**config.mk**
```make
export PLATFORM = sky130hd
export DESIGN_NAME = parc_mem_port_arb
export DESIGN_NICKNAME = d
export VERILOG_FILES = /design/src/rtl/parc_mem_port_arb.sv
export SDC_FILE = /design/constraint.sdc
export NUM_CORES = 1
export LEC_CHECK = 0
export ABC_AREA = 1
export BUFFER_PORTS_ARGS = -buffer_cell sky130_fd_sc_hd__buf_2
export CORE_AREA = 2 2 126 128
export CTS_CLUSTER_SIZE = 24
export DETAILED_ROUTE_END_ITERATION = 6
export DIE_AREA = 0 0 128 130
export PLACE_DENSITY_LB_ADDON = 0.3
export RECOVER_POWER = 100
export SYNTH_ARGS = -nofsm -noshare
export SYNTH_HDL_FRONTEND = slang
export SYNTH_SLANG_ARGS = --single-unit
```
**constraint.sdc**
```tcl
create_clock -name clk -period 1.9 [get_ports clk]
set_input_delay 0.095 -clock clk [delete_from_list [all_inputs] [get_ports clk]]
set_output_delay 0.095 -clock clk [all_outputs]
set_load 0.1 [all_outputs]
```
**src/rtl/parc_mem_port_arb.sv**
```systemverilog
// Shares one memory request port between an instruction port (0) and a data port (1).
// An in-order ID FIFO routes each memory response back to the port that issued it.
module parc_mem_port_arb #(
    parameter int unsigned p_addr_sz = 32,
    parameter int unsigned p_data_sz = 32,
    parameter int unsigned p_max_out = 4,
    localparam int unsigned c_len_sz  = $clog2(p_data_sz / 8),
    localparam int unsigned c_req_sz  = 1 + p_addr_sz + c_len_sz + p_data_sz,
    localparam int unsigned c_resp_sz = 1 + c_len_sz + p_data_sz,
    localparam int unsigned c_cnt_sz  = $clog2(p_max_out) + 1
) (
    input  logic                 clk,
    input  logic                 reset,
    input  logic [c_req_sz-1:0]  req0_msg,
    input  logic                 req0_val,
    output logic                 req0_rdy,
    output logic [c_resp_sz-1:0] resp0_msg,
    output logic                 resp0_val,
    input  logic [c_req_sz-1:0]  req1_msg,
    input  logic                 req1_val,
    output logic                 req1_rdy,
    output logic [c_resp_sz-1:0] resp1_msg,
    output logic                 resp1_val,
    output logic [c_req_sz-1:0]  memreq_msg,
    output logic                 memreq_val,
    input  logic                 memreq_rdy,
    input  logic [c_resp_sz-1:0] memresp_msg,
    input  logic                 memresp_val,
    output logic [c_cnt_sz-1:0]  num_out,
    output logic                 err
);

    localparam int unsigned c_ptr_sz = $clog2(p_max_out);

    logic                 prio_q;
    logic                 err_q;
    logic [c_cnt_sz-1:0]  count_q;
    logic [c_ptr_sz-1:0]  head_q;
    logic [c_ptr_sz-1:0]  tail_q;
    logic [p_max_out-1:0] ids_q;

    logic full_c;
    logic grant0_c;
    logic grant1_c;
    logic fire_c;
    logic pop_c;
    logic head_id_c;

    // Grant depends only on the valids and prio, never on memreq_rdy.
    always_comb begin
        full_c    = (count_q == c_cnt_sz'(p_max_out));
        grant1_c  = req1_val & (~req0_val | prio_q);
        grant0_c  = req0_val & ~grant1_c;
        head_id_c = ids_q[head_q];
        fire_c    = 1'b0;
        pop_c     = 1'b0;

        memreq_val = (req0_val | req1_val) & ~full_c & ~reset;
        memreq_msg = grant1_c ? req1_msg : req0_msg;
        req0_rdy   = grant0_c & memreq_rdy & ~full_c & ~reset;
        req1_rdy   = grant1_c & memreq_rdy & ~full_c & ~reset;
        fire_c     = memreq_val & memreq_rdy;

        pop_c      = memresp_val & (count_q != '0) & ~reset;
        resp0_msg  = memresp_msg;
        resp1_msg  = memresp_msg;
        resp0_val  = pop_c & ~head_id_c;
        resp1_val  = pop_c & head_id_c;

        num_out    = reset ? '0 : count_q;
        err        = err_q & ~reset;
    end

    always_ff @(posedge clk) begin
        if (reset) begin
            prio_q  <= 1'b1;
            err_q   <= 1'b0;
            count_q <= '0;
            head_q  <= '0;
            tail_q  <= '0;
        end else begin
            if (fire_c) begin
                tail_q <= tail_q + c_ptr_sz'(1);
                prio_q <= ~grant1_c;
            end
            if (pop_c) begin
                head_q <= head_q + c_ptr_sz'(1);
            end
            case ({fire_c, pop_c})
                2'b10:   count_q <= count_q + c_cnt_sz'(1);
                2'b01:   count_q <= count_q - c_cnt_sz'(1);
                default: count_q <= count_q;
            endcase
            // A response with nothing outstanding is dropped and flagged until reset.
            if (memresp_val && (count_q == '0)) begin
                err_q <= 1'b1;
            end
        end
    end

    // ID storage needs no reset: entries are only read once pushed.
    always_ff @(posedge clk) begin
        if (fire_c) begin
            ids_q[tail_q] <= grant1_c;
        end
    end

endmodule
```
==> run summary, run 1 <==
Max-Cap Viols = 0
Syn Nets = 573
Hold crit path type = primary input to flip-flop
Tot GR Track Use = 8.452%
Commonest cells after routing, fill and taps aside = nand2_1, buf_2, clkbuf_4
Sequential element share of the synthesized area = 14.13%
Syn_area_per_cell = 5.420 um^2
Worst r2r dst = count_q[2]
Total gr overflow = 0
Final nets = 717
Post-CTS setup buffers = 0
CTS sink cnt = 13
Detailed Route WL = 8259 um
Slew Limit Fails = 0
Period utilisation layout = 95.26%
Fmax = 0.5525 GHz
Initial DRT Pass Iterations = 4
Die area = 16,640 um^2
Vias in the first global route = 2,280
Leak = 1.952 nW
Synth Register Bits = 13
Worst-Margin Slew = 0.5502 ns
CTS tree = yes
Clock root cell = clkbuf_16
Worst setup margin = 0.09003 ns
Core ar. = 15,420 um^2
Die width = 128 um
Initial Utilization = 13.77%
Final Critical Period = 1.810 ns
Fin. Hold Viols = 0
Status = complete, no violations
Final HPWL DP = 6850 um
Max IR drop VDD = 0.2404 mV
Final Non-Filler Cells = 727
Placement Rows = 46
Count of final setup violators = 0
Share of layout cells above drive strength 1 = 44.86%
Clock latency on the worst-skew pair = 0.24 ns
Antenna-violating nets left = 0
Unique masters post-synth = 21
CP arrival = 1.95 ns
Placed insts = 723
First-iteration detailed-routing DRC count = 58
Routability cong. = 0.7606
First-pass GRT wire length = 11,410 um
# IOs = 321
Kind of critical path = flip-flop to flip-flop
Worst setup path end = count_q[2]
CTS Hold Bufs = 0
CTS buffer count = 3
Setup TNS = 0 ns
Worst Path Required = 2.04 ns
DRC Markers = 0
Die height = 130 um
Post-Synthesis Cells = 392
Commonest non-fill, non-tap cell in the layout = nand2_1
Critical Path Sink Type = flip-flop
Slew headroom = 63.47%
Initial antenna violation count = 0
Fillcell total = 1,859
Clk pin slew, worst setup/hold paths = 0.05 ns
Reg2Reg Depth = 11
PD cells = 765.8 nW/um^2
Crit path launch type = flip-flop
Reg-to-reg slack, setup = 0.09 ns
Vias = 2,568
P&R area growth vs syn = 51.06%
Cell Area, Synth = 2125 um^2
CP Max Fanout = 4
H-tree depth = 1
Pre-CTS WS = 0.02994 ns
DR WL/cell = 11.36 um
Launch point of the worst path = count_q[0]
Ys Warns = 0
Worst R2R Start = count_q[0]
Antenna cells = 0
# port buffers = 215
Avg Vias per Cell = 3.532
Clk_skew = 0.001883 ns
Largest net degree at the start of global routing = 72
CTS Buffer Depth = 2
sequential cells by signal, summed over array words and instances (netlist names):
register and flops:
ids_q 4, count_q 3, head_q 2, tail_q 2, err_q 1, prio_q 1
worst max-delay path, cell delays in order, from the launching register on:
cell,delay [ns]
dfxtp_4,0.35
nor2_4,0.13
nand2_2,0.07
nand3_2,0.08
ha_1,0.15
inv_1,0.07
fa_2,0.35
or2_2,0.31
nand3_1,0.07
nand2_1,0.05
inv_1,0.04
nor2_1,0.03
layer usage:
layer  vias to the layer above  GRT usage, %  part of all wire, %
met5                         -             0                    0
met4                         0         3.167                  2.5
met2                       155         13.75                   46
met1                       996         10.09                   40
met3                        30         3.362                   11
li1                       1387             -                    -
cells by family after synthesis:
kind of cell    Yosys count  synth area share [%]
simple gates            250                 45.35
fa+ha+maj                 6                 3.887
buf+inv                 111                 33.45
flops                    13                 14.13
compound gates           12                 3.180
worst min path at each step:
stage	slack, ns	from	cells past startpoint	end
3_5_place_dp	0.19	memresp_msg[6]	0	resp0_msg[6]
3_3_place_gp	0.19	memresp_msg[6]	0	resp0_msg[6]
2_1_floorplan	0.29	req0_val	2	prio_q
4_1_cts	0.09	reset	2	head_q[1]
6_report	0.1	reset	2	head_q[1]
5_1_grt	0.1	reset	2	head_q[1]
cell type report:
| type | count | area, um^2 | area share [%] |
|---|---|---|---|
| multi-input combinational | 268 | 1142 | 35.59 |
| sequential | 13 | 306.5 | 9.552 |
| tap | 192 | 240.2 | 7.485 |
| inverter | 26 | 97.59 | 3.041 |
| clock buffer | 4 | 78.83 | 2.456 |
| timing repair buffer | 224 | 1344 | 41.87 |
where the power goes:
group          total [mW]  internal [mW]  switching, mW
clock network       0.403          0.283          0.120
registers           0.324          0.308         0.0161
logic                1.73          0.371           1.36
what timing repair did:
item / in CTS / in global routing
endpoints found under the setup margin: 0 / 1
gates resized for setup: 0 / 7
endpoints found under the hold margin: 0 / 0
stage by stage:
stage / instance area, um^2 / util, % / power, mW / hold WS [ns]
after CTS: 4041 / 26.20 / 2.889 / 0.09188
after global placement: 3963 / 25.69 / 2.480 / 0.1911
after floorplan: 2138 / - / 2.335 / 0.2899
final: 3209 / 20.81 / 2.458 / 0.09649
after global routing: 3209 / 20.81 / 2.571 / 0.09542
after detailed placement: 3963 / 25.69 / 2.483 / 0.1911
cells in the mapped netlist:
cell | instances | area (um^2)
inv_2 | 2 | 7.510
nand4_1 | 4 | 25.02
inv_1 | 24 | 90.09
a21oi_1 | 5 | 25.02
nand2_1 | 218 | 818.3
dfxtp_1 | 9 | 180.2
buf_4 | 72 | 540.5
o21ai_2 | 1 | 8.760
o21ai_0 | 5 | 25.02
nor2_1 | 22 | 82.58
nand3_1 | 3 | 15.01
buf_6 | 2 | 22.52
ha_1 | 5 | 62.56
a31o_2 | 1 | 8.760
or2_2 | 1 | 6.260
clkbuf_1 | 4 | 15.01
fa_1 | 1 | 20.02
edfxtp_1 | 4 | 120.1
buf_2 | 7 | 35.03
nand3_2 | 1 | 10.01
and2_1 | 1 | 6.260
No activity file was read; power rests on OpenSTA's default activity.
==> run 2: changes to the inputs <==
--- a/config.mk
+++ b/config.mk
@@ -7,10 +7,10 @@
 export LEC_CHECK = 0
 export ABC_AREA = 1
 export BUFFER_PORTS_ARGS = -buffer_cell sky130_fd_sc_hd__buf_2
-export CORE_AREA = 2 2 126 128
+export CORE_AREA = 2 2 123 125
 export CTS_CLUSTER_SIZE = 24
 export DETAILED_ROUTE_END_ITERATION = 6
-export DIE_AREA = 0 0 128 130
+export DIE_AREA = 0 0 125 127
 export PLACE_DENSITY_LB_ADDON = 0.3
 export RECOVER_POWER = 100
 export SYNTH_ARGS = -nofsm -noshare
==> constraint.sdc (replaced) <==
create_clock -name clk -period 2.2 [get_ports clk]
set_input_delay 0.11 -clock clk [delete_from_list [all_inputs] [get_ports clk]]
set_output_delay 0.11 -clock clk [all_outputs]
set_load 0.1 [all_outputs]
==> run 2 against run 1 <==
Against the previous run: routed wire length grew 6.2%; combinational power shrank 14%; utilization up 0.88 points; clock power fell by 16%; worst hold slack improved by 0.077 ns; fmax fell by 12%; first-iteration DRC count grew 71%; non-clock buffer count is 5 lower; critical path depth did not move; total power shrank 14%; sequential power decreased by 15%; setup slack gained 0.059 ns; critical path type unchanged; largest cell class unchanged.
==> run summary, run 2 (synthesized netlist as in run 1, its figures left out) <==
Slew Limit Fails = 0 (unchanged)
Crit-path leading delay family = simple AND/OR/NAND/NOR gates (unchanged)
Total gr overflow = 0 (unchanged)
Post-cts resize count = 0 (unchanged)
H-tree depth = 1 (unchanged)
CTS sink cnt = 13 (unchanged)
Setup TNS = 0 ns (unchanged)
Period utilisation layout = 93.23% (was 95.26%)
Clock latency on the worst-skew pair = 0.24 ns (about the same)
Avg Vias per Cell = 3.758 (was 3.532)
Critical Path Sink Type = flip-flop (unchanged)
RSZ-0062 raised after global routing = no
CP arrival = 2.19 ns (was 1.95 ns)
First-pass GRT wire length = 12,820 um (was 11,410 um)
Fmax = 0.4876 GHz (was 0.5525 GHz)
Clk pin slew, worst setup/hold paths = 0.05 ns (about the same)
Post-layout util = 21.69% (was 20.81%)
Final HPWL DP = 7510 um (was 6850 um)
Antenna cells = 0 (unchanged)
Clk_skew = 0.005833 ns (was 0.001883 ns)
Vias = 2,683 (was 2,568)
Fin. Hold Viols = 0 (unchanged)
Leak = 1.937 nW (was 1.952 nW)
Die width = 125 um (was 128 um)
Die height = 127 um (was 130 um)
Initial antenna violation count = 0 (unchanged)
CTS Buffer Depth = 2 (unchanged)
First-iteration detailed-routing DRC count = 99 (was 58)
Post-CTS setup buffers = 0 (unchanged)
Max IR drop VDD = 0.2248 mV (was 0.2404 mV)
DR WL/cell = 12.29 um (was 11.36 um)
# port buffers = 215 (unchanged)
Crit path cell chain = nor2_1, nand2_1, nand3_2, ha_1, inv_1, fa_1, or2_2, nand3_1, nand2_1, inv_1, nor2_1 (was nor2_4, nand2_2, nand3_2, ha_1, inv_1, fa_2, or2_2, nand3_1, nand2_1, inv_1, nor2_1)
Die area = 15,880 um^2 (was 16,640 um^2)
Max reg flops = 4 (unchanged)
Placement Rows = 44 (was 46)
Initial Utilization = 14.73% (was 13.77%)
Vias in the first global route = 2,567 (was 2,280)
Clock root cell = clkbuf_16 (unchanged)
Count of final setup violators = 0 (unchanged)
Status = complete, no violations (unchanged)
DRC Markers = 0 (unchanged)
Top flop regs = ids_q (4), count_q (3) (unchanged)
Hold crit path type = primary input to flip-flop (unchanged)
Final nets = 712 (was 717)
Worst Path Required = 2.34 ns (was 2.04 ns)
CTS buffer count = 3 (unchanged)
Max-Cap Viols = 0 (unchanged)
Slowest Stage Delay on Critical Path = 0.37 ns (was 0.35 ns)
CP Max Fanout = 6 (was 4)
Initial DRT Pass Iterations = 4 (unchanged)
Largest net degree at the start of global routing = 72 (unchanged)
Tot GR Track Use = 10.09% (was 8.452%)
Routability cong. = 0.7505 (was 0.7606)
Final Critical Period = 2.051 ns (was 1.810 ns)
Commonest cells after routing, fill and taps aside = nand2_1, buf_2, clkbuf_2 (was nand2_1, buf_2, clkbuf_4)
Worst-Margin Slew = 1.175 ns (was 0.5502 ns)
Detailed Route WL = 8775 um (was 8259 um)
P&R area growth vs syn = 47.23% (was 51.06%)
Slew headroom = 21.97% (was 63.47%)
Critical path's slowest cell = fa_1 (was dfxtp_4)
# IOs = 321 (unchanged)
Crit path launch type = flip-flop (unchanged)
CTS tree = yes (unchanged)
Core ar. = 14,420 um^2 (was 15,420 um^2)
CTS Hold Bufs = 0 (unchanged)
Antenna-violating nets left = 0 (unchanged)
Kind of critical path = flip-flop to flip-flop (unchanged)
Register name with the most flops = ids_q (unchanged)
CP Buf/Inv Count = 2 (unchanged)
Share of layout cells above drive strength 1 = 42.08% (was 44.86%)
PD cells = 674.5 nW/um^2 (was 765.8 nW/um^2)
Commonest non-fill, non-tap cell in the layout = nand2_1 (unchanged)
run 2: cell count changes in the layout (fill, tap and decap cells not counted), sizes merged:
cell / previous run / this run
buf: 147 / 181
clkbuf: 81 / 42
run 2: stage by stage:
stage	instances	setup WS, ns	hold WS [ns]	total power, mW	instance area, um^2
after detailed placement	710	0.1719	0.2210	2.125	3877
after global routing	714	0.01731	0.1966	2.220	3128
final	714	0.1490	0.1734	2.110	3128
after CTS	714	0.1653	0.1736	2.473	3956
after floorplan	392	0.09706	0.3049	2.013	2128
after global placement	710	0.2122	0.2210	2.125	3877
run 2: per-layer routing:
metal	global-route usage (%)	routed length (um)
met5	0	0
met4	2.222	100
met3	4.020	1035
met2	18.54	4373
met1	10.96	3265
run 2: worst register-to-register path: stages, from the launching register on:
cell	delay, ns
dfxtp_1	0.33
nor2_1	0.20
nand2_1	0.19
nand3_2	0.13
ha_1	0.14
inv_1	0.06
fa_1	0.37
or2_2	0.32
nand3_1	0.08
nand2_1	0.05
inv_1	0.05
nor2_1	0.04
run 2: cell type report:
class | count | area [um^2]
clock buffers | 4 | 78.83
multi-input cells | 268 | 1125
inverters | 26 | 97.59
flip-flops and latches | 13 | 300.3
fillers | 1711 | 11300
repair buffers | 219 | 1296
well taps | 184 | 230.2
run 2: power breakdown:
group	switching, mW	leakage (nW)	internal [mW]
Clock	0.0963	0.0382	0.244
Combinational	1.18	1.79	0.315
Sequential	0.0117	0.110	0.265
Total	1.29	1.94	0.824
run 2: worst paths after layout:
kind	from	endpoint	slack [ns]	cells after the start
max	count_q[0]	count_q[2]	0.15	11
min	reset	head_q[1]	0.17	2
max reg2reg	count_q[0]	count_q[2]	0.15	11
min reg2reg	count_q[0]	count_q[0]	0.49	1
